--- config.mk ---
export PLATFORM = sky130hd
export DESIGN_NAME = sdram_arbiter
export DESIGN_NICKNAME = d
export VERILOG_FILES = /design/src/rtl/sdram_arbiter.sv
export SDC_FILE = /design/constraint.sdc
export NUM_CORES = 1
export LEC_CHECK = 0
export ABC_CLOCK_PERIOD_IN_PS = 2900
export BUFFER_PORTS_ARGS = -buffer_cell sky130_fd_sc_hd__buf_2
export CAP_MARGIN = 20
export CORE_UTILIZATION = 45
export CTS_CLUSTER_SIZE = 24
export DETAILED_ROUTE_END_ITERATION = 7
export PLACE_DENSITY_LB_ADDON = 0.2
export SYNTH_ARGS = -nofsm -noshare
export SYNTH_HDL_FRONTEND = slang
export SYNTH_SLANG_ARGS = --single-unit
--- constraint.sdc ---
create_clock -name clk_sys -period 2.9 [get_ports clk_sys]
set_input_delay 0.145 -clock clk_sys [delete_from_list [all_inputs] [get_ports clk_sys]]
set_output_delay 0.145 -clock clk_sys [all_outputs]
set_load 0.02 [all_outputs]
--- src/rtl/sdram_arbiter.sv ---
// sdram_arbiter: shares the single SDRAM command port between video, CPU and download writers.
// Build option SDRAM_ARB_DLFIFO_EN: 4-entry download FIFO instead of one holding register.
module sdram_arbiter #(
    parameter int unsigned AW         = 23,
    parameter int unsigned DL_MAXSKIP = 3
) (
    input  logic          clk_sys,
    input  logic          reset,
    input  logic          cpu_rd,
    input  logic          cpu_wr,
    input  logic [AW-1:0] cpu_addr,
    input  logic          cpu_bank,
    input  logic [7:0]    cpu_din,
    output logic [7:0]    cpu_dout,
    output logic          cpu_busy,
    input  logic          vid_req,
    input  logic [15:0]   vid_addr,
    output logic [7:0]    vid_dout,
    output logic          vid_valid,
    input  logic          dl_wr,
    input  logic [AW-1:0] dl_addr,
    input  logic          dl_bank,
    input  logic [7:0]    dl_din,
    output logic          dl_ready,
    output logic          mem_req,
    output logic          mem_we,
    output logic [AW-1:0] mem_addr,
    output logic          mem_bank,
    output logic [7:0]    mem_din,
    input  logic          mem_ack,
    input  logic [7:0]    mem_dout
);

    typedef enum logic {StIdle, StWait} state_e;
    typedef enum logic [1:0] {SrcVid, SrcCpu, SrcDl} src_e;

    typedef struct packed {
        logic [AW-1:0] addr;
        logic          bank;
        logic [7:0]    din;
    } dl_ent_t;

    localparam logic [2:0] SkipMax = 3'(DL_MAXSKIP);

    state_e        state_q, state_d;
    src_e          src_q, src_d;
    logic          cpu_rd_dly_q, cpu_rd_dly_d, cpu_wr_dly_q, cpu_wr_dly_d;
    logic          cpu_pend_q, cpu_pend_d, cpu_infl_q, cpu_infl_d;
    logic          cpu_we_q, cpu_we_d;
    logic [AW-1:0] cpu_addr_q, cpu_addr_d;
    logic          cpu_bank_q, cpu_bank_d;
    logic [7:0]    cpu_din_q, cpu_din_d;
    logic          vid_pend_q, vid_pend_d;
    logic [15:0]   vid_addr_q, vid_addr_d;
    logic [2:0]    dl_skip_q, dl_skip_d;
    logic          mem_req_q, mem_req_d, mem_we_q, mem_we_d;
    logic [AW-1:0] mem_addr_q, mem_addr_d;
    logic          mem_bank_q, mem_bank_d;
    logic [7:0]    mem_din_q, mem_din_d;
    logic [7:0]    cpu_dout_q, cpu_dout_d, vid_dout_q, vid_dout_d;
    logic          cpu_busy_q, cpu_busy_d, vid_valid_q, vid_valid_d;

    logic          gnt_vid, gnt_cpu, gnt_dl;
    logic          rd_rise, wr_rise;
    logic          dl_pend, dl_push, dl_pop;
    dl_ent_t       dl_head;

    assign dl_push = dl_wr & dl_ready;
    assign dl_pop  = gnt_dl;

`ifdef SDRAM_ARB_DLFIFO_EN
    dl_ent_t    fifo_q [4];
    dl_ent_t    fifo_d [4];
    logic [1:0] wptr_q, wptr_d, rptr_q, rptr_d;
    logic [2:0] cnt_q, cnt_d;

    assign dl_pend  = (cnt_q != 3'd0);
    assign dl_ready = (cnt_q != 3'd4);
    assign dl_head  = fifo_q[rptr_q];

    always_comb begin
        fifo_d = fifo_q;
        wptr_d = wptr_q;
        rptr_d = rptr_q;
        if (dl_push) begin
            fifo_d[wptr_q] = '{addr: dl_addr, bank: dl_bank, din: dl_din};
            wptr_d         = wptr_q + 2'd1;
        end
        if (dl_pop) begin
            rptr_d = rptr_q + 2'd1;
        end
        cnt_d = cnt_q + {2'b00, dl_push} - {2'b00, dl_pop};
    end

    // Entry storage needs no reset; emptiness lives in the pointers and count.
    always_ff @(posedge clk_sys) begin
        fifo_q <= fifo_d;
    end

    always_ff @(posedge clk_sys) begin
        if (reset) begin
            wptr_q <= '0;
            rptr_q <= '0;
            cnt_q  <= '0;
        end else begin
            wptr_q <= wptr_d;
            rptr_q <= rptr_d;
            cnt_q  <= cnt_d;
        end
    end
`else
    dl_ent_t hold_q, hold_d;
    logic    dl_pend_q, dl_pend_d;

    assign dl_pend  = dl_pend_q;
    assign dl_ready = ~dl_pend_q;
    assign dl_head  = hold_q;

    always_comb begin
        hold_d    = hold_q;
        dl_pend_d = dl_pend_q;
        if (dl_pop) begin
            dl_pend_d = 1'b0;
        end
        if (dl_push) begin
            hold_d    = '{addr: dl_addr, bank: dl_bank, din: dl_din};
            dl_pend_d = 1'b1;
        end
    end

    always_ff @(posedge clk_sys) begin
        if (reset) begin
            hold_q    <= '0;
            dl_pend_q <= 1'b0;
        end else begin
            hold_q    <= hold_d;
            dl_pend_q <= dl_pend_d;
        end
    end
`endif

    assign rd_rise = cpu_rd & ~cpu_rd_dly_q;
    assign wr_rise = cpu_wr & ~cpu_wr_dly_q;

    always_comb begin
        gnt_vid = 1'b0;
        gnt_cpu = 1'b0;
        gnt_dl  = 1'b0;
        if (state_q == StIdle) begin
            if (dl_pend && (dl_skip_q == SkipMax)) begin
                gnt_dl = 1'b1;
            end else if (vid_pend_q) begin
                gnt_vid = 1'b1;
            end else if (cpu_pend_q) begin
                gnt_cpu = 1'b1;
            end else if (dl_pend) begin
                gnt_dl = 1'b1;
            end
        end
    end

    always_comb begin
        state_d      = state_q;
        src_d        = src_q;
        cpu_rd_dly_d = cpu_rd;
        cpu_wr_dly_d = cpu_wr;
        cpu_pend_d   = cpu_pend_q;
        cpu_infl_d   = cpu_infl_q;
        cpu_we_d     = cpu_we_q;
        cpu_addr_d   = cpu_addr_q;
        cpu_bank_d   = cpu_bank_q;
        cpu_din_d    = cpu_din_q;
        vid_pend_d   = vid_pend_q;
        vid_addr_d   = vid_addr_q;
        dl_skip_d    = dl_skip_q;
        mem_req_d    = 1'b0;
        mem_we_d     = mem_we_q;
        mem_addr_d   = mem_addr_q;
        mem_bank_d   = mem_bank_q;
        mem_din_d    = mem_din_q;
        cpu_dout_d   = cpu_dout_q;
        vid_dout_d   = vid_dout_q;
        vid_valid_d  = 1'b0;

        unique case (state_q)
            StIdle: begin
                if (gnt_vid || gnt_cpu || gnt_dl) begin
                    state_d   = StWait;
                    mem_req_d = 1'b1;
                end
                if (gnt_vid) begin
                    src_d      = SrcVid;
                    vid_pend_d = 1'b0;
                    mem_we_d   = 1'b0;
                    mem_addr_d = AW'({2'b10, vid_addr_q});
                    mem_bank_d = 1'b0;
                    mem_din_d  = 8'h00;
                end else if (gnt_cpu) begin
                    src_d      = SrcCpu;
                    cpu_pend_d = 1'b0;
                    cpu_infl_d = 1'b1;
                    mem_we_d   = cpu_we_q;
                    mem_addr_d = cpu_addr_q;
                    mem_bank_d = cpu_bank_q;
                    mem_din_d  = cpu_din_q;
                end else if (gnt_dl) begin
                    src_d      = SrcDl;
                    mem_we_d   = 1'b1;
                    mem_addr_d = dl_head.addr;
                    mem_bank_d = dl_head.bank;
                    mem_din_d  = dl_head.din;
                end
            end
            StWait: begin
                if (mem_ack) begin
                    state_d = StIdle;
                    if (src_q == SrcVid) begin
                        vid_dout_d  = mem_dout;
                        vid_valid_d = 1'b1;
                    end else if (src_q == SrcCpu) begin
                        cpu_infl_d = 1'b0;
                        if (!mem_we_q) begin
                            cpu_dout_d = mem_dout;
                        end
                    end
                end
            end
            default: state_d = StIdle;
        endcase

        if (!dl_pend || gnt_dl) begin
            dl_skip_d = '0;
        end else if (gnt_vid || gnt_cpu) begin
            dl_skip_d = dl_skip_q + 3'd1;
        end

        // A fresh video request after the grant re-arms pending; newest address wins.
        if (vid_req) begin
            vid_pend_d = 1'b1;
            vid_addr_d = vid_addr;
        end

        if ((rd_rise || wr_rise) && !cpu_pend_q && !cpu_infl_q) begin
            cpu_pend_d = 1'b1;
            cpu_we_d   = wr_rise;
            cpu_addr_d = cpu_addr;
            cpu_bank_d = cpu_bank;
            cpu_din_d  = cpu_din;
        end

        cpu_busy_d = cpu_pend_d | cpu_infl_d;
    end

    always_ff @(posedge clk_sys) begin
        if (reset) begin
            state_q      <= StIdle;
            src_q        <= SrcVid;
            cpu_rd_dly_q <= 1'b0;
            cpu_wr_dly_q <= 1'b0;
            cpu_pend_q   <= 1'b0;
            cpu_infl_q   <= 1'b0;
            cpu_we_q     <= 1'b0;
            cpu_addr_q   <= '0;
            cpu_bank_q   <= 1'b0;
            cpu_din_q    <= 8'h00;
            vid_pend_q   <= 1'b0;
            vid_addr_q   <= 16'h0000;
            dl_skip_q    <= '0;
            mem_req_q    <= 1'b0;
            mem_we_q     <= 1'b0;
            mem_addr_q   <= '0;
            mem_bank_q   <= 1'b0;
            mem_din_q    <= 8'h00;
            cpu_dout_q   <= 8'hFF;
            vid_dout_q   <= 8'hFF;
            cpu_busy_q   <= 1'b0;
            vid_valid_q  <= 1'b0;
        end else begin
            state_q      <= state_d;
            src_q        <= src_d;
            cpu_rd_dly_q <= cpu_rd_dly_d;
            cpu_wr_dly_q <= cpu_wr_dly_d;
            cpu_pend_q   <= cpu_pend_d;
            cpu_infl_q   <= cpu_infl_d;
            cpu_we_q     <= cpu_we_d;
            cpu_addr_q   <= cpu_addr_d;
            cpu_bank_q   <= cpu_bank_d;
            cpu_din_q    <= cpu_din_d;
            vid_pend_q   <= vid_pend_d;
            vid_addr_q   <= vid_addr_d;
            dl_skip_q    <= dl_skip_d;
            mem_req_q    <= mem_req_d;
            mem_we_q     <= mem_we_d;
            mem_addr_q   <= mem_addr_d;
            mem_bank_q   <= mem_bank_d;
            mem_din_q    <= mem_din_d;
            cpu_dout_q   <= cpu_dout_d;
            vid_dout_q   <= vid_dout_d;
            cpu_busy_q   <= cpu_busy_d;
            vid_valid_q  <= vid_valid_d;
        end
    end

    assign mem_req   = mem_req_q;
    assign mem_we    = mem_we_q;
    assign mem_addr  = mem_addr_q;
    assign mem_bank  = mem_bank_q;
    assign mem_din   = mem_din_q;
    assign cpu_dout  = cpu_dout_q;
    assign vid_dout  = vid_dout_q;
    assign cpu_busy  = cpu_busy_q;
    assign vid_valid = vid_valid_q;

endmodule
==> flow_metrics.env <==
export IMPL_period_share=0.778
export IMPL_antenna_found_initial=1
export IMPL_min_path_type="in -> reg"
export IMPL_intPower_mw=3.82
export IMPL_initial_utilization=0.463
export IMPL_core_sq_um=12000
export IMPL_worst_hold_path_endpoint="dl_head[28]"
export IMPL_p_comb_frac=0.199
export IMPL_drt_iter0_markers=303
export IMPL_dp_hpwl_microns=9900
export IMPL_critPathMaxFanout=24
export IMPL_worst_slack_ns=0.644
export IMPL_fin_area_sq_um=7840
export IMPL_grt_pass1_wl_microns=25200
export IMPL_ctsResizeCount=0
export IMPL_grt_pass1_vias=5314
export IMPL_synth_cell_type_count=38
export IMPL_ys_seq_elements=145
export IMPL_multi_input_comb_area_sq_um=2430
export IMPL_gr_usage_all_layers=0.253
export IMPL_ir_worst_vdd_uv=398
export IMPL_h_tree_depth=4
export IMPL_r2r_slack_ns=0.64
export IMPL_setup_viol=0
export IMPL_final_layout_size_suffix_gt1_frac=0.231
export IMPL_synthToLayoutAreaGrowth_pct=40.9
export IMPL_numCtsBuffers=17
export IMPL_power_density_nw_per_um2=679
export IMPL_leakagePower_nw=3.34
export IMPL_clock_sinks=145
export IMPL_relSlewSlack=0.383
export IMPL_antennaDiodeCount=0
export IMPL_tightest_slew_ns=0.921
export IMPL_synth_seq_area_share=0.522
export IMPL_finalPower_mw=5.33
export IMPL_switching_share=0.283
export IMPL_finalWorstPathRequiredPeriod_ns=2.26
export IMPL_synth_cells=651
export IMPL_layout_common_cells="nand2_1 (168), buf_2 (146), dfxtp_1 (145)"
export IMPL_place_worst_setup_slack_ns=0.657
export IMPL_cts_hold_buf=89
export IMPL_wirelength_microns=15800
export IMPL_ios=148
export IMPL_synth_nets=748
export IMPL_final_seq_area_sq_um=2900
export IMPL_post_cts_buffers=0
export IMPL_seqPwrFrac=0.434
export IMPL_reg2reg_to="mem_addr[13]"
export IMPL_cts_tree="yes"
export IMPL_worstSkewPairLatency_ns=0.41
export IMPL_gp_congestion=0.819
export IMPL_hold_depth=3
export IMPL_avgSynthCellArea_sq_um=8.55
export IMPL_crit_type="reg -> reg"
export IMPL_nets=965
export IMPL_io_buffers=147
export IMPL_p_clk_frac=0.367
export IMPL_drtPass1Iterations=5
export IMPL_outcome="finished clean"
export IMPL_drc_errors=0
export IMPL_postRouteAntennaNets=0
export IMPL_dpl_cell_area_sq_um=6400
export IMPL_ys_warn_count=0
export IMPL_final_common_cell="nand2_1"
export IMPL_clk_transition_reported_paths_ns=0.05
export IMPL_rr_worst_depth=5
export IMPL_clockBufferDepth=2
export IMPL_cts_root_buf="clkbuf_16"
export IMPL_die_h_microns=113
export IMPL_rsz0062_at_grt="no"
export IMPL_cp_required_ns=3.22
export IMPL_grt_max_degree=75
export IMPL_synth_area_sq_um=5560
export IMPL_hp_start="dl_addr[19]"
export IMPL_slew_viol_final=0
export IMPL_die_area_sq_um=12800
export IMPL_critPathCaptureType="flip-flop"
export IMPL_fill_cells=1032
export IMPL_num_vias=5397
export IMPL_critical_path_arrival_ns=2.57
export IMPL_finalHoldViolCount=0
export IMPL_start_kind="flip-flop"
export IMPL_r2r_start="dl_pend"
export IMPL_fin_setup_tns_ns=0
export IMPL_maxCapViolCount=0
export IMPL_drt_vias_per_instance=5.26
export IMPL_fmax_mhz=443
export IMPL_die_w_microns=113
export IMPL_grt_ovfl_total=0
export IMPL_worst_clock_skew_ns=0.00657
export IMPL_avgRoutedWirePerCell_microns=15.4
export IMPL_power_switching_mw=1.51
export IMPL_rows=40
## worst max-delay path by stage
stage	from	slack, ns	endpoint	depth (start not counted)
3_5_place_dp	dl_pend	0.66	mem_addr[9]	5
4_1_cts	dl_pend	0.66	mem_addr[13]	5
5_1_grt	dl_pend	0.46	mem_din[6]	5
3_3_place_gp	dl_pend	0.76	mem_addr[14]	5
2_1_floorplan	dl_skip_q[0]	1.00	mem_addr[10]	8
6_report	dl_pend	0.64	mem_addr[13]	5
## kinds of logic after synthesis
family	count (synthesis)	share of synthesized area
AND/OR/NAND/NOR	290	0.222
flip-flops	145	0.522
AO/OA/AOI/OAI	144	0.177
buffers and inverters	53	0.0436
multiplexers	16	0.0288
adder cells (fa/ha/maj)	2	0.00450
XOR/XNOR	1	0.00157
## worst max-delay path, cell delays in order (launching register included)
cell	delay, ns
dfxtp_1	0.86
a21o_1	0.25
or2_1	0.41
buf_4	0.29
a221oi_2	0.09
a211oi_1	0.25
## sequential cells by signal (all words and copies together), names as in the netlist, 2 cells and up
name / count
mem_din: 8
dl_head: 32
cpu_addr_q: 23
vid_addr_q: 16
cpu_din_q: 8
vid_dout: 8
dl_skip_q: 3
cpu_dout: 8
mem_addr: 23
src_q: 2
## power groups by stage
stage / Sequential, mW / Clock [mW] / Combinational, mW
after floorplan: 2.42 / 0 / 0.545
after detailed placement: 2.35 / 0 / 0.949
after CTS: 2.31 / 1.99 / 1.05
after global placement: 2.34 / 0 / 0.921
after global routing: 2.33 / 2.08 / 1.16
final: 2.31 / 1.96 / 1.06
## cell usage after synthesis, drive strengths merged
cell	number	area (sq um)
a211o	8	70.1
a211oi	17	128
a21boi	2	18.8
a21o	1	7.51
a21oi	74	370
a221oi	31	322
a22oi	1	7.51
and2	1	6.26
buf	19	115
clkbuf	31	116
dfxtp	145	2900
ha	2	25.0
inv	3	11.3
mux2i	16	160
nand2	168	631
nand2b	14	87.6
nand3b	9	67.6
nand4b	1	8.76
nor2	62	233
nor2b	14	87.6
nor3	16	85.1
nor4	1	6.26
o21a	1	7.51
o21ai	5	25.0
o21bai	1	7.51
o221ai	1	8.76
o22ai	1	6.26
o2bb2ai	1	8.76
or2	4	25.0
xnor2	1	8.76
## layer usage
layer	GRT usage	up-vias	wire, microns
met5	0	-	17
met4	0.113	2	333
met1	0.300	2544	6820
li1	-	2654	-
met3	0.0536	29	756
met2	0.439	168	7900
## area by class of cell
type | instances | share of cell area
tap | 147 | 0.0235
sequential | 145 | 0.370
clock inverter | 6 | 0.00383
inverter | 3 | 0.00144
clock buffer | 25 | 0.0645
timing repair buffer | 248 | 0.226
multi-input combinational | 453 | 0.311
## metrics by stage
stage | hold slack (ns) | std cells | utilization
detailed placement | 0.371 | 906 | 0.533
floorplan | 0.262 | 651 | -
global route | 0.00619 | 1027 | 0.653
CTS | 0.0000775 | 1026 | 0.652
finish | 0.0114 | 1027 | 0.653
global placement | 0.365 | 906 | 0.533
Note: power is estimated with default switching activity, not from simulation.
